### config.mk
export PLATFORM = sky130hd
export DESIGN_NAME = trap_ctrl
export DESIGN_NICKNAME = d
export VERILOG_FILES = /design/src/rtl/trap_ctrl_pkg.sv /design/src/rtl/trap_ctrl_cause_enc.sv /design/src/rtl/trap_ctrl.sv
export SDC_FILE = /design/constraint.sdc
export NUM_CORES = 1
export LEC_CHECK = 0
export CAP_MARGIN = 20
export CORE_AREA = 2 2 107 109
export DETAILED_ROUTE_END_ITERATION = 8
export DIE_AREA = 0 0 109 111
export PLACE_DENSITY = 0.71
export SYNTH_ARGS = -nofsm -noshare
export SYNTH_HDL_FRONTEND = slang
export SYNTH_SLANG_ARGS = --single-unit
export TNS_END_PERCENT = 20
### constraint.sdc
create_clock -name clk -period 2.7 [get_ports clk]
set_input_delay 0.54 -clock clk [delete_from_list [all_inputs] [get_ports clk]]
set_output_delay 0.54 -clock clk [all_outputs]
set_load 0.01 [all_outputs]
### src/rtl/trap_ctrl_pkg.sv
// Shared constants and types for the trap controller: CSR addresses, mcause codes,
// status bit positions, event kinds and FSM encoding.
package trap_ctrl_pkg;

    localparam int unsigned CPU_WIDTH = 32;

    localparam logic [11:0] CSR_MSTATUS = 12'h300;
    localparam logic [11:0] CSR_MIE     = 12'h304;
    localparam logic [11:0] CSR_MTVEC   = 12'h305;
    localparam logic [11:0] CSR_MEPC    = 12'h341;
    localparam logic [11:0] CSR_MCAUSE  = 12'h342;

    localparam logic [CPU_WIDTH-1:0] CAUSE_ECALL   = 32'd11;
    localparam logic [CPU_WIDTH-1:0] CAUSE_EBREAK  = 32'd3;
    localparam logic [CPU_WIDTH-1:0] CAUSE_EXT_IRQ = 32'h8000_000B;
    localparam logic [CPU_WIDTH-1:0] CAUSE_TMR_IRQ = 32'h8000_0007;

    localparam int unsigned MSTATUS_MIE  = 3;
    localparam int unsigned MSTATUS_MPIE = 7;
    localparam int unsigned MIE_MTIE     = 7;
    localparam int unsigned MIE_MEIE     = 11;

    typedef enum logic [1:0] {
        EvNone,
        EvExc,
        EvMret,
        EvIrq
    } trap_event_e;

    typedef enum logic [2:0] {
        StIdle,
        StWMepc,
        StWMcause,
        StWMstatus,
        StWMret,
        StAssert
    } trap_state_e;

endpackage

### src/rtl/trap_ctrl_cause_enc.sv
// Qualifies trap and interrupt requests and selects the highest-priority event
// together with its mcause code.
module trap_cause_enc
    import trap_ctrl_pkg::*;
(
    input  logic                 i_ecall,
    input  logic                 i_ebreak,
    input  logic                 i_mret,
    input  logic                 i_ext_irq,
    input  logic                 i_tmr_irq,
    input  logic                 i_mstatus_mie,
    input  logic                 i_mie_meie,
    input  logic                 i_mie_mtie,
    output trap_event_e          o_event,
    output logic [CPU_WIDTH-1:0] o_cause
);

    logic w_ext_en;
    logic w_tmr_en;

    assign w_ext_en = i_ext_irq && i_mstatus_mie && i_mie_meie;
    assign w_tmr_en = i_tmr_irq && i_mstatus_mie && i_mie_mtie;

    always_comb begin
        o_event = EvNone;
        o_cause = '0;
        if (i_ecall) begin
            o_event = EvExc;
            o_cause = CAUSE_ECALL;
        end else if (i_ebreak) begin
            o_event = EvExc;
            o_cause = CAUSE_EBREAK;
        end else if (i_mret) begin
            o_event = EvMret;
        end else if (w_ext_en) begin
            o_event = EvIrq;
            o_cause = CAUSE_EXT_IRQ;
        end else if (w_tmr_en) begin
            o_event = EvIrq;
            o_cause = CAUSE_TMR_IRQ;
        end
    end

endmodule

### src/rtl/trap_ctrl.sv
// Machine-mode trap controller: sequences mepc/mcause/mstatus CSR writes and the PC
// redirect for exceptions, interrupts and MRET. Define TRAP_VECTORED_EN for vectored irqs.
module trap_ctrl
    import trap_ctrl_pkg::*;
(
    input  logic                 clk,
    input  logic                 rst,
    input  logic                 inst_ecall_i,
    input  logic                 inst_ebreak_i,
    input  logic                 inst_mret_i,
    input  logic [CPU_WIDTH-1:0] inst_addr_i,
    input  logic                 jump_flag_i,
    input  logic [CPU_WIDTH-1:0] jump_addr_i,
    input  logic                 ext_irq_i,
    input  logic                 tmr_irq_i,
    input  logic [CPU_WIDTH-1:0] csr_mtvec_i,
    input  logic [CPU_WIDTH-1:0] csr_mepc_i,
    input  logic [CPU_WIDTH-1:0] csr_mstatus_i,
    input  logic [CPU_WIDTH-1:0] csr_mie_i,
    output logic                 csr_we_o,
    output logic [11:0]          csr_waddr_o,
    output logic [CPU_WIDTH-1:0] csr_wdata_o,
    output logic                 client_hold_flag_o,
    output logic                 client_int_assert_o,
    output logic [CPU_WIDTH-1:0] client_int_addr_o
);

    trap_state_e          r_state;
    trap_state_e          w_state_next;
    trap_event_e          w_event;
    logic [CPU_WIDTH-1:0] w_cause;
    logic                 w_accept;
    logic [CPU_WIDTH-1:0] r_mepc;
    logic [CPU_WIDTH-1:0] r_cause;
    logic                 r_is_mret;
    logic [CPU_WIDTH-1:0] w_mstatus_trap;
    logic [CPU_WIDTH-1:0] w_mstatus_mret;
    logic [CPU_WIDTH-1:0] w_trap_base;
    logic [CPU_WIDTH-1:0] w_trap_target;
    logic [CPU_WIDTH-1:0] w_target;
    logic                 w_unused_bits;

    assign w_unused_bits = ^{csr_mie_i[CPU_WIDTH-1:12], csr_mie_i[10:8], csr_mie_i[6:0],
                             csr_mtvec_i[1:0]};

    trap_cause_enc u_cause_enc (
        .i_ecall       (inst_ecall_i),
        .i_ebreak      (inst_ebreak_i),
        .i_mret        (inst_mret_i),
        .i_ext_irq     (ext_irq_i),
        .i_tmr_irq     (tmr_irq_i),
        .i_mstatus_mie (csr_mstatus_i[MSTATUS_MIE]),
        .i_mie_meie    (csr_mie_i[MIE_MEIE]),
        .i_mie_mtie    (csr_mie_i[MIE_MTIE]),
        .o_event       (w_event),
        .o_cause       (w_cause)
    );

    // Gated by rst so the combinational hold stays low while reset is applied.
    assign w_accept = (r_state == StIdle) && (w_event != EvNone) && !rst;

    always_comb begin
        w_mstatus_trap               = csr_mstatus_i;
        w_mstatus_trap[MSTATUS_MPIE] = csr_mstatus_i[MSTATUS_MIE];
        w_mstatus_trap[MSTATUS_MIE]  = 1'b0;
        w_mstatus_mret               = csr_mstatus_i;
        w_mstatus_mret[MSTATUS_MIE]  = csr_mstatus_i[MSTATUS_MPIE];
        w_mstatus_mret[MSTATUS_MPIE] = 1'b1;
    end

    assign w_trap_base = {csr_mtvec_i[CPU_WIDTH-1:2], 2'b00};

`ifdef TRAP_VECTORED_EN
    assign w_trap_target = (r_cause[CPU_WIDTH-1] && (csr_mtvec_i[1:0] == 2'b01))
                         ? w_trap_base + CPU_WIDTH'({r_cause[4:0], 2'b00})
                         : w_trap_base;
`else
    assign w_trap_target = w_trap_base;
`endif

    assign w_target = r_is_mret ? csr_mepc_i : w_trap_target;

    always_ff @(posedge clk or posedge rst) begin
        if (rst) begin
            r_state   <= StIdle;
            r_mepc    <= '0;
            r_cause   <= '0;
            r_is_mret <= 1'b0;
        end else begin
            r_state <= w_state_next;
            if (w_accept) begin
                r_mepc    <= (w_event == EvIrq && jump_flag_i) ? jump_addr_i : inst_addr_i;
                r_cause   <= w_cause;
                r_is_mret <= (w_event == EvMret);
            end
        end
    end

    always_comb begin
        w_state_next        = r_state;
        csr_we_o            = 1'b0;
        csr_waddr_o         = '0;
        csr_wdata_o         = '0;
        client_hold_flag_o  = 1'b0;
        client_int_assert_o = 1'b0;
        client_int_addr_o   = '0;
        unique case (r_state)
            StIdle: begin
                if (w_accept) begin
                    client_hold_flag_o = 1'b1;
                    w_state_next       = (w_event == EvMret) ? StWMret : StWMepc;
                end
            end
            StWMepc: begin
                csr_we_o           = 1'b1;
                csr_waddr_o        = CSR_MEPC;
                csr_wdata_o        = r_mepc;
                client_hold_flag_o = 1'b1;
                w_state_next       = StWMcause;
            end
            StWMcause: begin
                csr_we_o           = 1'b1;
                csr_waddr_o        = CSR_MCAUSE;
                csr_wdata_o        = r_cause;
                client_hold_flag_o = 1'b1;
                w_state_next       = StWMstatus;
            end
            StWMstatus: begin
                csr_we_o           = 1'b1;
                csr_waddr_o        = CSR_MSTATUS;
                csr_wdata_o        = w_mstatus_trap;
                client_hold_flag_o = 1'b1;
                w_state_next       = StAssert;
            end
            StWMret: begin
                csr_we_o           = 1'b1;
                csr_waddr_o        = CSR_MSTATUS;
                csr_wdata_o        = w_mstatus_mret;
                client_hold_flag_o = 1'b1;
                w_state_next       = StAssert;
            end
            StAssert: begin
                client_int_assert_o = 1'b1;
                client_int_addr_o   = w_target;
                w_state_next        = StIdle;
            end
            default: w_state_next = StIdle;
        endcase
    end

endmodule

* After elaboration in Yosys (flattened, before gate mapping)
Cells that the tools add are included.
** Storage, ports and cells
- Register bits after elaboration :: 68
- Input port bits :: 200
- Output and inout bits :: 79
- Word-level logic and storage cells :: 46
** Operators by class
- Eq/ne operators :: 8
- Mux-type cells :: 22
- Reductions and logical operators :: 12
** Operators by type and width (number)
- $mux 32 :: 8
- $pmux 32 s4 :: 1
- $pmux 10 s3 :: 1
- $pmux 3 s4 :: 1
- $mux 2 :: 5
- $logic_and 1x1->1 :: 7
- $eq 3x2->1 const B :: 2
- $eq 3x3->1 const B :: 2
- $mux 3 :: 2
- $eq 2x2->1 const B :: 2
- $reduce_or 4->1 :: 1
- $eq 3x1->1 const B :: 1
- $logic_not 3->1 :: 1
- $mux 1 :: 3
- $ne 2x2->1 const B :: 1
- $pmux 1 s2 :: 1
- $reduce_bool 2->1 :: 1
- $reduce_or 2->1 :: 1
- $logic_not 1->1 :: 1

* Depth between registers and ports, before layout
- Depth after elaboration :: 12
- Depth in mapped cells :: 7
- Mapped depth without buffers :: 4

* Cells and area by module
A second synthesis with hierarchy kept.
** Unflattened totals
- Cells, all modules :: 520
- Area total of the unflattened synthesis :: 4957.3 um2
** Modules (own cells, without submodules)
- trap_ctrl :: times used 1, cells each 477, area an instance 4633.2 um2
- trap_cause_enc :: times used 1, cells each 43, area an instance 324.1 um2

* Least setup slack after synthesis
Ideal clock, no wire load.
- Path kind :: register to output
- Start point :: register r_state[2]
- End point :: output port csr_wdata_o[20]
- Arrival :: 1.486 ns
- Required time :: 2.160 ns
- Path slack :: 0.674 ns
- Cell stages (with the launch flop) :: 6
- Path buffers :: 2
- Path through :: dfrtp_1 > buf_2 > nand2b_1 > nor2_1 > clkbuf_1 > a22o_1
** Between the ends
- Word-level cells in the longest chain between the ends :: 2
** RTL lines
- start: declaration :: RTL line trap_ctrl.sv:28 : trap_state_e r_state;
- start signal: assignment :: RTL line trap_ctrl.sv:85 : r_state <= StIdle;
- start signal: assignment :: RTL line trap_ctrl.sv:90 : r_state <= w_state_next;
- $eq 3x3->1, or another cell as far along :: RTL line trap_ctrl.sv:107 : unique case (r_state)
- $pmux 32 s4 (*) :: RTL line trap_ctrl.sv:107
- end: declaration :: RTL line trap_ctrl.sv:22 : output logic [CPU_WIDTH-1:0] csr_wdata_o,
Mark *: on every way between the ends. The rest lies on a longest branch, timed or not.

* Final worst setup path
- Start point :: register r_state[1]
- End point :: output port csr_wdata_o[2]
Same word-level chain as after synthesis.

==> results.json <==
{
  "wl_um": 11570,
  "cts_tree": "done",
  "placement_rows": 39,
  "final_common_cell": "clkdlybuf4s50_1",
  "track_usage_pct": 18.01,
  "area_delta_synth_final_pct": 93.76,
  "drc_errors": 0,
  "num_antenna_cells": 0,
  "hold_viol": 0,
  "cp_slowest_stage_delay_ns": 0.50,
  "slew_headroom_pct": 44.25,
  "cts_max_path_buffers": 2,
  "p_total_mw": 4.783,
  "period_minus_slack_ns": 2.587,
  "final_nets": 773,
  "cap_violations": 0,
  "synth_cell_types": 34,
  "dp_hpwl_um": 9107,
  "grt_max_degree": 42,
  "synth_seq_cells": 40,
  "cellPowerDensity_nw_per_um2": 832.4,
  "drive_gt1_share_pct": 8.711,
  "cts.sinks": 40,
  "crit_family": "buffers and inverters",
  "clk_latency_ns": 0.28,
  "path_cells": "buf_4 -> mux2_2 -> a22oi_1 -> o21ai_0 -> clkdlybuf4s50_1",
  "die_area_um2": 12100,
  "port_buffers": 239,
  "synth_edf_count": 0,
  "tns_ns": 0,
  "detail_route.first_pass.iterations": 4,
  "cp-end-kind": "output port",
  "required_ns": 2.16,
  "avgSynthCellArea_um2": 8.878,
  "fmax_mhz": 386.5,
  "antenna_found_initial": 0,
  "syn_inst": 334,
  "ioPinCount": 279,
  "core_um2": 11080,
  "async_reset_ff_share_pct": 100.0,
  "clockRootBuffer": "clkbuf_16",
  "clock-skew-final_ns": 0.008673,
  "outcome": "complete, no violations",
  "drt.antenna.violating_nets": 0,
  "grt_pass1_vias": 3520,
  "grt_overflow_total": 0,
  "critical_path_class": "reg -> out",
  "grt_first_pass_wirelength_um": 17340,
  "synthesis.area_um2": 2965,
  "cp.arrival_ns": 2.05,
  "slowest_stage": "clkdlybuf4s50_1",
  "worst_pin_slew_ns": 0.8311,
  "dp_worst_setup_slack_ns": -0.05016,
  "vias": 3511,
  "cts_buffers": 5,
  "most-common-layout-cells": "clkdlybuf4s50_1 (238), a21oi_1 (69), mux2i_1 (63)",
  "final_max_slew_viol_count": 0,
  "cp_max_fo": 8,
  "die_h_um": 111,
  "rsz0062_at_grt": "no",
  "yosys_warnings": 0,
  "yosysSeqAreaShare_pct": 33.76,
  "initial_core_util_pct": 26.77,
  "fin_ws_ns": 0.1129,
  "synth_flop_cell": "dfrtp_1",
  "hp-class": "reg -> reg",
  "die_w_um": 109,
  "setup_viol": 0,
  "cts.htree.levels": 2,
  "cp-start-kind": "register",
  "fin_crit_sh_pct": 95.82,
  "crit_buf_inv": 2,
  "p_leak_nw": 2.425,
  "wire_per_inst_um": 16.14,
  "globalplace.congestion": 0.8566,
  "via_per_inst": 4.897,
  "drt-initial-drc-count": 145,
  "peakVddDrop_uv": 521.2,
  "clk_pin_slew_ns": 0.06
}
per-layer routing:
metal / part of all wire, % / GRT usage [%] / vias to the layer above
li1: - / - / 1679
met1: 37 / 19.57 / 1649
met2: 52 / 34.08 / 169
met3: 9.3 / 4.174 / 14
met4: 1.7 / 4.786 / 0
met5: 0 / 0 / -
final cells by class:
class | count | area [µm²]
flip-flops and latches | 40 | 1006
well taps | 143 | 178.9
fillers | 986 | 5331
clock inverters | 3 | 46.29
clock buffers | 5 | 125.1
repair buffers | 264 | 2616
multi-input cells | 260 | 1765
inverters | 2 | 7.507
metrics by stage:
stage | instances | instance area (µm²) | hold slack (ns) | utilization, %
after global placement | 705 | 5534 | 0.5059 | 49.96
after detailed placement | 705 | 5534 | 0.5137 | 49.96
after CTS | 713 | 5709 | 0.5276 | 51.54
after floorplan | 340 | 2988 | 0.4847 | -
after global routing | 717 | 5746 | 0.5440 | 51.87
final | 717 | 5746 | 0.5249 | 51.87
final timing paths:
path / startpoint / to / slack [ns] / cells past startpoint
worst max-delay path: r_state[1]$_DFFE_PP0P_ / csr_wdata_o[2] / 0.11 / 5
worst min-delay path: r_is_mret$_DFFE_PP0P_ / r_is_mret$_DFFE_PP0P_ / 0.52 / 1
worst max register to register: r_state[0]$_DFFE_PP0P_ / r_mepc[21]$_DFFE_PP0P_ / 0.41 / 6
worst min register to register: r_is_mret$_DFFE_PP0P_ / r_is_mret$_DFFE_PP0P_ / 0.52 / 1
max in group asynchronous: rst / r_cause[2]$_DFFE_PP0P_ / 1.39 / 3
min in group asynchronous: rst / r_state[2]$_DFFE_PP0P_ / 0.73 / 2
power by group:
part           internal (mW)  switching [mW]  leakage [nW]
clock                  0.439           0.243        0.0804
sequential             0.894           0.227         0.445
combinational           1.67            1.31          1.90
repair_timing:
action	CTS	global route
hold endpoints to repair	0	0
endpoints found under the setup margin	29	36
gates resized for setup	4	2
setup buffers	0	4
hold buffers	0	0
Yosys cell counts (all sizes together) (2+ instances only):
cell type / instances / area share (%)
nor2: 36 / 4.6
and2: 2 / 0.51
mux2i: 63 / 21
a21oi: 70 / 12
buf: 24 / 5.8
o21ba: 2 / 0.68
o21ai: 7 / 1.2
nand2: 13 / 1.6
clkbuf: 14 / 1.8
and3: 4 / 0.84
dfrtp: 40 / 34
or2: 2 / 0.42
nor2b: 4 / 0.84
a22o: 27 / 8.0
inv: 2 / 0.25
mux2: 4 / 1.5
a21o: 2 / 0.51
nor3: 3 / 0.51
a22oi: 4 / 1.0
flip-flops by register name, indices dropped and copies added (netlist names):
register	count
r_mepc	32
r_is_mret	1
r_state	3
r_cause	4
kinds of logic after synthesis:
| kind of cell | count (synthesis) | share of synthesized area (%) |
|---|---|---|
| compound gates | 116 | 24.43 |
| simple gates | 70 | 11.10 |
| mux | 67 | 22.78 |
| flops | 40 | 33.76 |
| buf+inv | 40 | 7.806 |
| other cells | 1 | 0.1265 |
Power figures use the tool's default switching activity.
